File: config.mk
export PLATFORM = sky130hd
export DESIGN_NAME = stepper_sequencer
export DESIGN_NICKNAME = d
export VERILOG_FILES = /design/src/rtl/stepper_sequencer.sv
export SDC_FILE = /design/constraint.sdc
export NUM_CORES = 1
export LEC_CHECK = 0
export BUFFER_PORTS_ARGS = -buffer_cell sky130_fd_sc_hd__buf_2
export CORE_ASPECT_RATIO = 1.75
export CORE_MARGIN = 2
export CORE_UTILIZATION = 53
export DETAILED_ROUTE_END_ITERATION = 16
export HOLD_SLACK_MARGIN = 0.12
export PLACE_DENSITY = 0.77
export SLEW_MARGIN = 0
export SYNTH_ARGS = -nofsm -noshare
export SYNTH_HDL_FRONTEND = slang
export SYNTH_SLANG_ARGS = --single-unit
File: constraint.sdc
create_clock -name clk -period 2.2 [get_ports clk]
set_clock_uncertainty 0.05 [all_clocks]
set_input_delay 0.44 -clock clk [delete_from_list [all_inputs] [get_ports clk]]
set_output_delay 0.44 -clock clk [all_outputs]
set_load 0.02 [all_outputs]
File: src/rtl/stepper_sequencer.sv
// stepper_sequencer: tiny program sequencer that drives a stepper motor.
// It fetches 8-bit instructions from an external ROM, drives an external
// combinational ALU for accumulator updates, and emits step/direction strobes.
// The ROM is synchronous: instr_data is valid one cycle after instr_addr.
// Optional feature: define STEPPER_WAIT_PRESCALE_EN to slow WAIT by 16x.
// Each WAIT tick then occurs once every 16 clocks.

module stepper_sequencer (
  input  logic       clk,
  input  logic       reset,
  output logic [7:0] instr_addr,
  input  logic [7:0] instr_data,
  output logic       alu_add_sub,
  output logic       alu_set_low,
  output logic       alu_set_high,
  output logic [7:0] alu_opa,
  output logic [7:0] alu_opb,
  input  logic [7:0] alu_result,
  output logic       step_pulse,
  output logic       dir,
  output logic       halted
);

  typedef enum logic [2:0] {
    S_FETCH,
    S_DECODE,
    S_EXEC,
    S_JADDR,
    S_WAIT,
    S_HALT
  } state_t;

  localparam logic [3:0] OP_LDL  = 4'h1;
  localparam logic [3:0] OP_LDH  = 4'h2;
  localparam logic [3:0] OP_ADDI = 4'h3;
  localparam logic [3:0] OP_SUBI = 4'h4;
  localparam logic [3:0] OP_JNZ  = 4'h5;
  localparam logic [3:0] OP_STEP = 4'h6;
  localparam logic [3:0] OP_WAIT = 4'h7;
  localparam logic [3:0] OP_HALT = 4'hF;

  state_t     state;
  state_t     next_state;
  logic [7:0] pc;
  logic [7:0] ir;
  logic [7:0] acc;
  logic [7:0] wait_cnt;
  logic [3:0] opcode;
  logic       wait_tick;
  logic       wait_enter;
  logic       acc_load;

  assign opcode = ir[7:4];

  // A WAIT with a non-zero accumulator moves into the WAIT state.
  assign wait_enter = (state == S_EXEC) && (opcode == OP_WAIT) && (acc != 8'd0);

  // Accumulator-writing opcodes all take the ALU result.
  assign acc_load = (state == S_EXEC) &&
                    ((opcode == OP_LDL)  || (opcode == OP_LDH) ||
                     (opcode == OP_ADDI) || (opcode == OP_SUBI));

`ifdef STEPPER_WAIT_PRESCALE_EN
  logic [3:0] prescale;

  // Free-running 16-clock prescaler while waiting, restarted on WAIT entry.
  always_ff @(posedge clk) begin
    if (reset) begin
      prescale <= 4'd0;
    end else if (wait_enter) begin
      prescale <= 4'd0;
    end else if (state == S_WAIT) begin
      prescale <= prescale + 4'd1;
    end
  end

  assign wait_tick = (prescale == 4'hF);
`else
  assign wait_tick = 1'b1;
`endif

  // State register; reset aborts whatever is in progress.
  always_ff @(posedge clk) begin
    // NOTE: sequential state uses non-blocking (<=) so every register samples
    // pre-edge values; blocking here would create order-dependent races.
    if (reset) begin
      state <= S_FETCH;
    end else begin
      state <= next_state;
    end
  end

  // Next-state decode.
  always_comb begin
    // NOTE: the default assignment up front keeps this block purely
    // combinational; a path that skipped the assignment would infer a latch.
    next_state = state;
    case (state)
      S_FETCH:  next_state = S_DECODE;
      S_DECODE: next_state = S_EXEC;
      S_EXEC: begin
        case (opcode)
          OP_JNZ:  next_state = S_JADDR;
          OP_WAIT: next_state = (acc == 8'd0) ? S_FETCH : S_WAIT;
          OP_HALT: next_state = S_HALT;
          default: next_state = S_FETCH;
        endcase
      end
      S_JADDR: next_state = S_FETCH;
      S_WAIT: begin
        if (wait_tick && (wait_cnt == 8'd1)) begin
          next_state = S_FETCH;
        end
      end
      S_HALT:  next_state = S_HALT;
      default: next_state = S_FETCH;
    endcase
  end

  // Datapath registers: pc, ir, acc, wait counter and motor direction.
  always_ff @(posedge clk) begin
    if (reset) begin
      pc       <= 8'd0;
      ir       <= 8'd0;
      acc      <= 8'd0;
      wait_cnt <= 8'd0;
      dir      <= 1'b0;
    end else begin
      if (state == S_DECODE) begin
        ir <= instr_data;
        pc <= pc + 8'd1;
      end
      // JNZ target byte arrives now; not taken just skips over it.
      if (state == S_JADDR) begin
        pc <= (acc != 8'd0) ? instr_data : pc + 8'd1;
      end
      if (acc_load) begin
        acc <= alu_result;
      end
      if (wait_enter) begin
        wait_cnt <= acc;
      end else if ((state == S_WAIT) && wait_tick) begin
        wait_cnt <= wait_cnt - 8'd1;
      end
      if ((state == S_EXEC) && (opcode == OP_STEP)) begin
        dir <= ir[0];
      end
    end
  end

  // Output decode; strobes and the address are held quiet while reset is high.
  always_comb begin
    instr_addr   = pc;
    alu_add_sub  = 1'b0;
    alu_set_low  = 1'b0;
    alu_set_high = 1'b0;
    step_pulse   = 1'b0;
    halted       = 1'b0;
    if (state == S_EXEC) begin
      case (opcode)
        OP_LDL:  alu_set_low  = 1'b1;
        OP_LDH:  alu_set_high = 1'b1;
        OP_SUBI: alu_add_sub  = 1'b1;
        OP_STEP: step_pulse   = 1'b1;
        default: ;
      endcase
    end
    if (state == S_HALT) begin
      halted = 1'b1;
    end
    if (reset) begin
      instr_addr   = 8'd0;
      alu_add_sub  = 1'b0;
      alu_set_low  = 1'b0;
      alu_set_high = 1'b0;
      step_pulse   = 1'b0;
      halted       = 1'b0;
    end
  end

  assign alu_opa = acc;
  assign alu_opb = {4'b0000, ir[3:0]};

endmodule
=== After elaboration in Yosys (flattened, before gate mapping) ===
Index checks and enable logic that the tools add are counted.

* Bits in registers: 36
* Output and inout bits: 30

* Add/subtract/negate cells: 2
* Eq/ne operators: 15
* Muxes and demuxes: 24
* Reductions and logical operators: 12

{| class="wikitable"
|+ Operator list
! kind !! number
|-
| 2-to-1 mux 8 bit || 6
|-
| equality test 4 x 3 -> 1 bit (second input constant) || 4
|-
| case mux 3 bit (5 select lines) || 1
|-
| 2-to-1 mux 1 bit || 14
|-
| case mux 3 bit (3 select lines) || 1
|-
| adder 8 x 1 -> 8 bit (second input constant) || 1
|-
| equality test 4 x 2 -> 1 bit (second input constant) || 2
|-
| equality test 8 x 1 -> 1 bit (second input constant) || 1
|-
| zero test 8 bit || 1
|-
| nonzero test 8 bit || 1
|-
| subtractor 8 x 1 -> 8 bit (second input constant) || 1
|-
| equality test 3 x 2 -> 1 bit (second input constant) || 2
|-
| equality test 3 bit (second input constant) || 2
|-
| 2-to-1 mux 3 bit || 2
|-
| equality test 4 x 1 -> 1 bit (second input constant) || 1
|-
| equality test 4 bit (second input constant) || 1
|-
| logical AND 1 bit || 4
|-
| nonzero test 2 bit || 2
|-
| equality test 3 x 1 -> 1 bit (second input constant) || 1
|-
| zero test 3 bit || 1
|-
| logical OR 1 bit || 3
|-
| inequality test 2 bit (second input constant) || 1
|}

=== Depth between registers and ports, before layout ===
* Word-level depth: 5
* Mapped depth: 6
* Depth with buffers taken out: 6

=== Worst setup path after synthesis ===
OpenSTA, ideal clock, no wires.

* Kind: reg-to-output
* From: register state[2]
* To: output port alu_add_sub
* Arrival time: 1.766 ns
* Required time: 1.710 ns
* Slack: -0.056 ns
* Stages on the path, launching flop included: 5
* Cell sequence: dfxtp_1 > clkbuf_1 > nor4b_2 > nand2_1 > nor4_1

* Cells in the longest elaborated chain, start to end: 3

{| class="wikitable"
|+ RTL lines
! item !! RTL line !! RTL
|-
| start, declared || 42 || <nowiki>state_t state;</nowiki>
|-
| start signal, assigned || 89 || <nowiki>state <= next_state;</nowiki>
|-
| equality test 3 x 2 -> 1 bit || 159 || <nowiki>if (state == S_EXEC) begin</nowiki>
|-
| 2-to-1 mux 1 bit || 159 ||
|-
| 2-to-1 mux 1 bit || 171 || <nowiki>if (reset) begin</nowiki>
|-
| end, declared || 13 || <nowiki>output logic alu_add_sub,</nowiki>
|}

No other way between the ends.

=== Worst setup path after layout ===
Same ends and word-level chain as after synthesis.

==> results.md <==
- Critical path endpoint category: output pin
- Commonest cells after routing, fill and taps aside: buf_2, dfxtp_1, nand2_1, nor2_1, a21oi_1
- Netlist cell types: 43
- F_max: 466 MHz
- Hold_sp: alu_result[2]
- Comb pwr share: 12.8%
- Reg2reg setup slack: 0.20 ns
- Area delta synth->final: 18.8%
- Core area: 3560 um2
- Yosys top cell area share: 37.3%
- Setup violations, final: 0
- First-pass GRT wire length: 7890 um
- Clock buffer count from CTS: 5
- Crit Path Category: reg -> out
- Flop pwr share: about half
- Final net count: 295
- Row cnt: 29
- Worst R2R Start: alu_opa[3]
- Root buf cell: clkbuf_8
- Synthesized cell area: 1930 um2
- Mapped Cells: 234
- Latest clock arrival within the worst-skew pair: 0.30 ns
- CTS hold repair buffers: 0
- H-tree depth: 2
- Slowest Stage Delay on Critical Path: around 0.35 ns
- Fin util: ~65%
- Width of the chip: roughly 50 um
- GPL Wtd Cong: 0.887
- Cell Count, Final, Fillers Out: 321
- Final wirelength: 4890 um
- Max IR drop VDD: 0.557 mV
- Drt wl/cell: 15.2 um
- Synthesized flop and latch total: 36
- Hold Crit Class: in -> reg
- Critical Path AT: about 1.7 ns
- Port Buffers: 43
- Clock Power Share: 36.3%
- DRT antenna net count: 0
- Clk buf depth: 2
- Sw frac: 28.0%
- Num ports: 48
- Switching pwr: 0.000388 W
- CP Launch Point: state[2]
- CP required: 1.71 ns
- Worst-margin pin slew: 0.562 ns
- Vias: between 1500 and 2000
- Die area: 4170 um2
- Commonest non-fill, non-tap cell in the layout: buf_2
- Final period util: 97.5%
- Clock-pin slew on the worst setup and hold paths: 0.08 ns
- CP delay by family, top: simple AND/OR/NAND/NOR gates
- Setup_tns: 0 ns
- Initial Utilization: 54.4%
- Vias in the first global route: 1781
- Final instance area: 2300 um2
- Number of buffers and inverters on the critical path: 2
- Post-synthesis sequential area ratio: 37.3%
- CTS tree: built
- Critical Path Source Type: flop
- P_int: approximately 0.001 W
- Critical path cell sequence: buf_4 > nor4b_4 > nand2_1 > nor4_2 > buf_2
- Fraction of registers with async set/reset: 0%
- Tmin final: 2.14 ns
- Placed Area: 2170 um2
- GR Util All Layers: 24.2%
- Filler instances: 354
- Inst Count DP: about 310
- Static leakage: 0.989 nW
- DR iter-0 viols: 36
- Final Hold Viols: 0
- Top cells by area, synth: dfxtp_1, mux2i_1, a21oi_1
- DRC: 0
- Initial antenna violation count: 0
- Largest net degree at the start of global routing: 25
- Synth Area per Inst: 8.26 um2
- Ys Warns: 0
- FF/Latch Area: 721 um2
- Via density: approximately 6.0
- Power Density: 605 nW/um2
- Total grt overflow: 0
- Slew HR: between 60 and 70%
- Final Slew Violations: 0
- Worst path slowest cell: nor4b_4
- Total power draw: between 0.001 and 0.0015 W
- Primary FF master, synth: dfxtp_1
- Share of layout cells above drive strength 1: a little over a quarter
- Max FO, Critical Path: 9
- Detail Placement HPWL: 3560 um
- Area of the multi-input gates: 1100 um2
- Post-synth EDFFs: 0
- Synth area leader: dfxtp_1
- Max-cap violation count: 0
- Die Span Y: 83.9 um
- DRT Pass-1 Iters: 5
- ANT cells: 0
- TritonCTS sink count: 36
- RSZ-0062 raised after global routing: yes
- Outcome: complete, no violations
path summary, 6_finish.rpt:
path	to	cells past startpoint
setup / recovery	alu_add_sub	5
hold / removal	alu_opa[2]	3
setup reg to reg	pc[3]	4
hold reg to reg	ir[1]	2
per-layer routing:
metal	part of all wire, %	wire [um]	GRT usage, %
met2	55	2700	44.2
met1	37	1830	25.0
met4	3.1	152	13.1
met3	4.1	202	4.12
met5	0	0	0
cell usage after synthesis (3+ instances only):
cell type,number
ha_1,3
nor3_1,6
or3_1,4
or4_1,8
clkbuf_1,13
o21ai_0,10
inv_1,5
mux2i_1,10
dfxtp_1,36
nand3_1,16
a22oi_1,6
nor2b_1,11
buf_4,8
nand2_1,17
nor3b_1,3
a31oi_1,10
nor4_1,3
nor2_1,17
a21oi_1,17
kinds of logic (layout without fill, tap and decap cells):
logic type / Yosys count / after routing / synth area share [%]
AND/OR/NAND/NOR: 100 / 100 / 29.1
AO/OA/AOI/OAI: 54 / 54 / 18.2
flip-flops: 36 / 36 / 37.3
buffers and inverters: 29 / 67 / 7.70
multiplexers: 10 / 10 / 5.18
adder cells (fa/ha/maj): 3 / 3 / 1.94
other: 1 / 4 / 0.194
XOR/XNOR: 1 / 1 / 0.453
metrics by stage:
step / worst slack (ns) / hold WS (ns)
global placement: 0.274 / 0.410
detailed placement: 0.218 / 0.424
CTS: 0.0360 / 0.330
global route: -0.0660 / 0.334
finish: 0.0555 / 0.325
floorplan: 0.0396 / 0.402
registers in the layout, summed over array words and instances (netlist names):
signal    cells
alu_opa       8
dir           1
ir            8
pc            8
state         3
wait_cnt      8
what timing repair did:
item,CTS,global route
buffers inserted,0,1
endpoints found under the setup margin,0,4
resized for setup,0,5
power groups by stage:
stage | clock network (W) | registers [W] | logic, W
finish | 0.000504 | 0.000707 | 0.000177
detailed placement | 0 | 0.000720 | 0.000172
CTS | 0.000510 | 0.000705 | 0.000174
global route | 0.000538 | 0.000712 | 0.000194
global placement | 0 | 0.000719 | 0.000171
floorplan | 0 | 0.000708 | 0.000135
cell type report:
type,count,area share [%]
Sequential cell,36,31.4
Inverter,5,0.817
Multi-Input combinational cell,172,47.9
Tap cell,46,2.51
Clock buffer,6,3.59
Clock inverter,2,0.654
Timing Repair Buffer,54,13.2
worst register-to-register path, stage by stage (launching register included):
cell and delay (ns):
dfxtp_1 0.34, or4_4 0.56, o211a_4 0.32, or4_1 0.48, a31oi_1 0.18
Power figures use the tool's default switching activity.
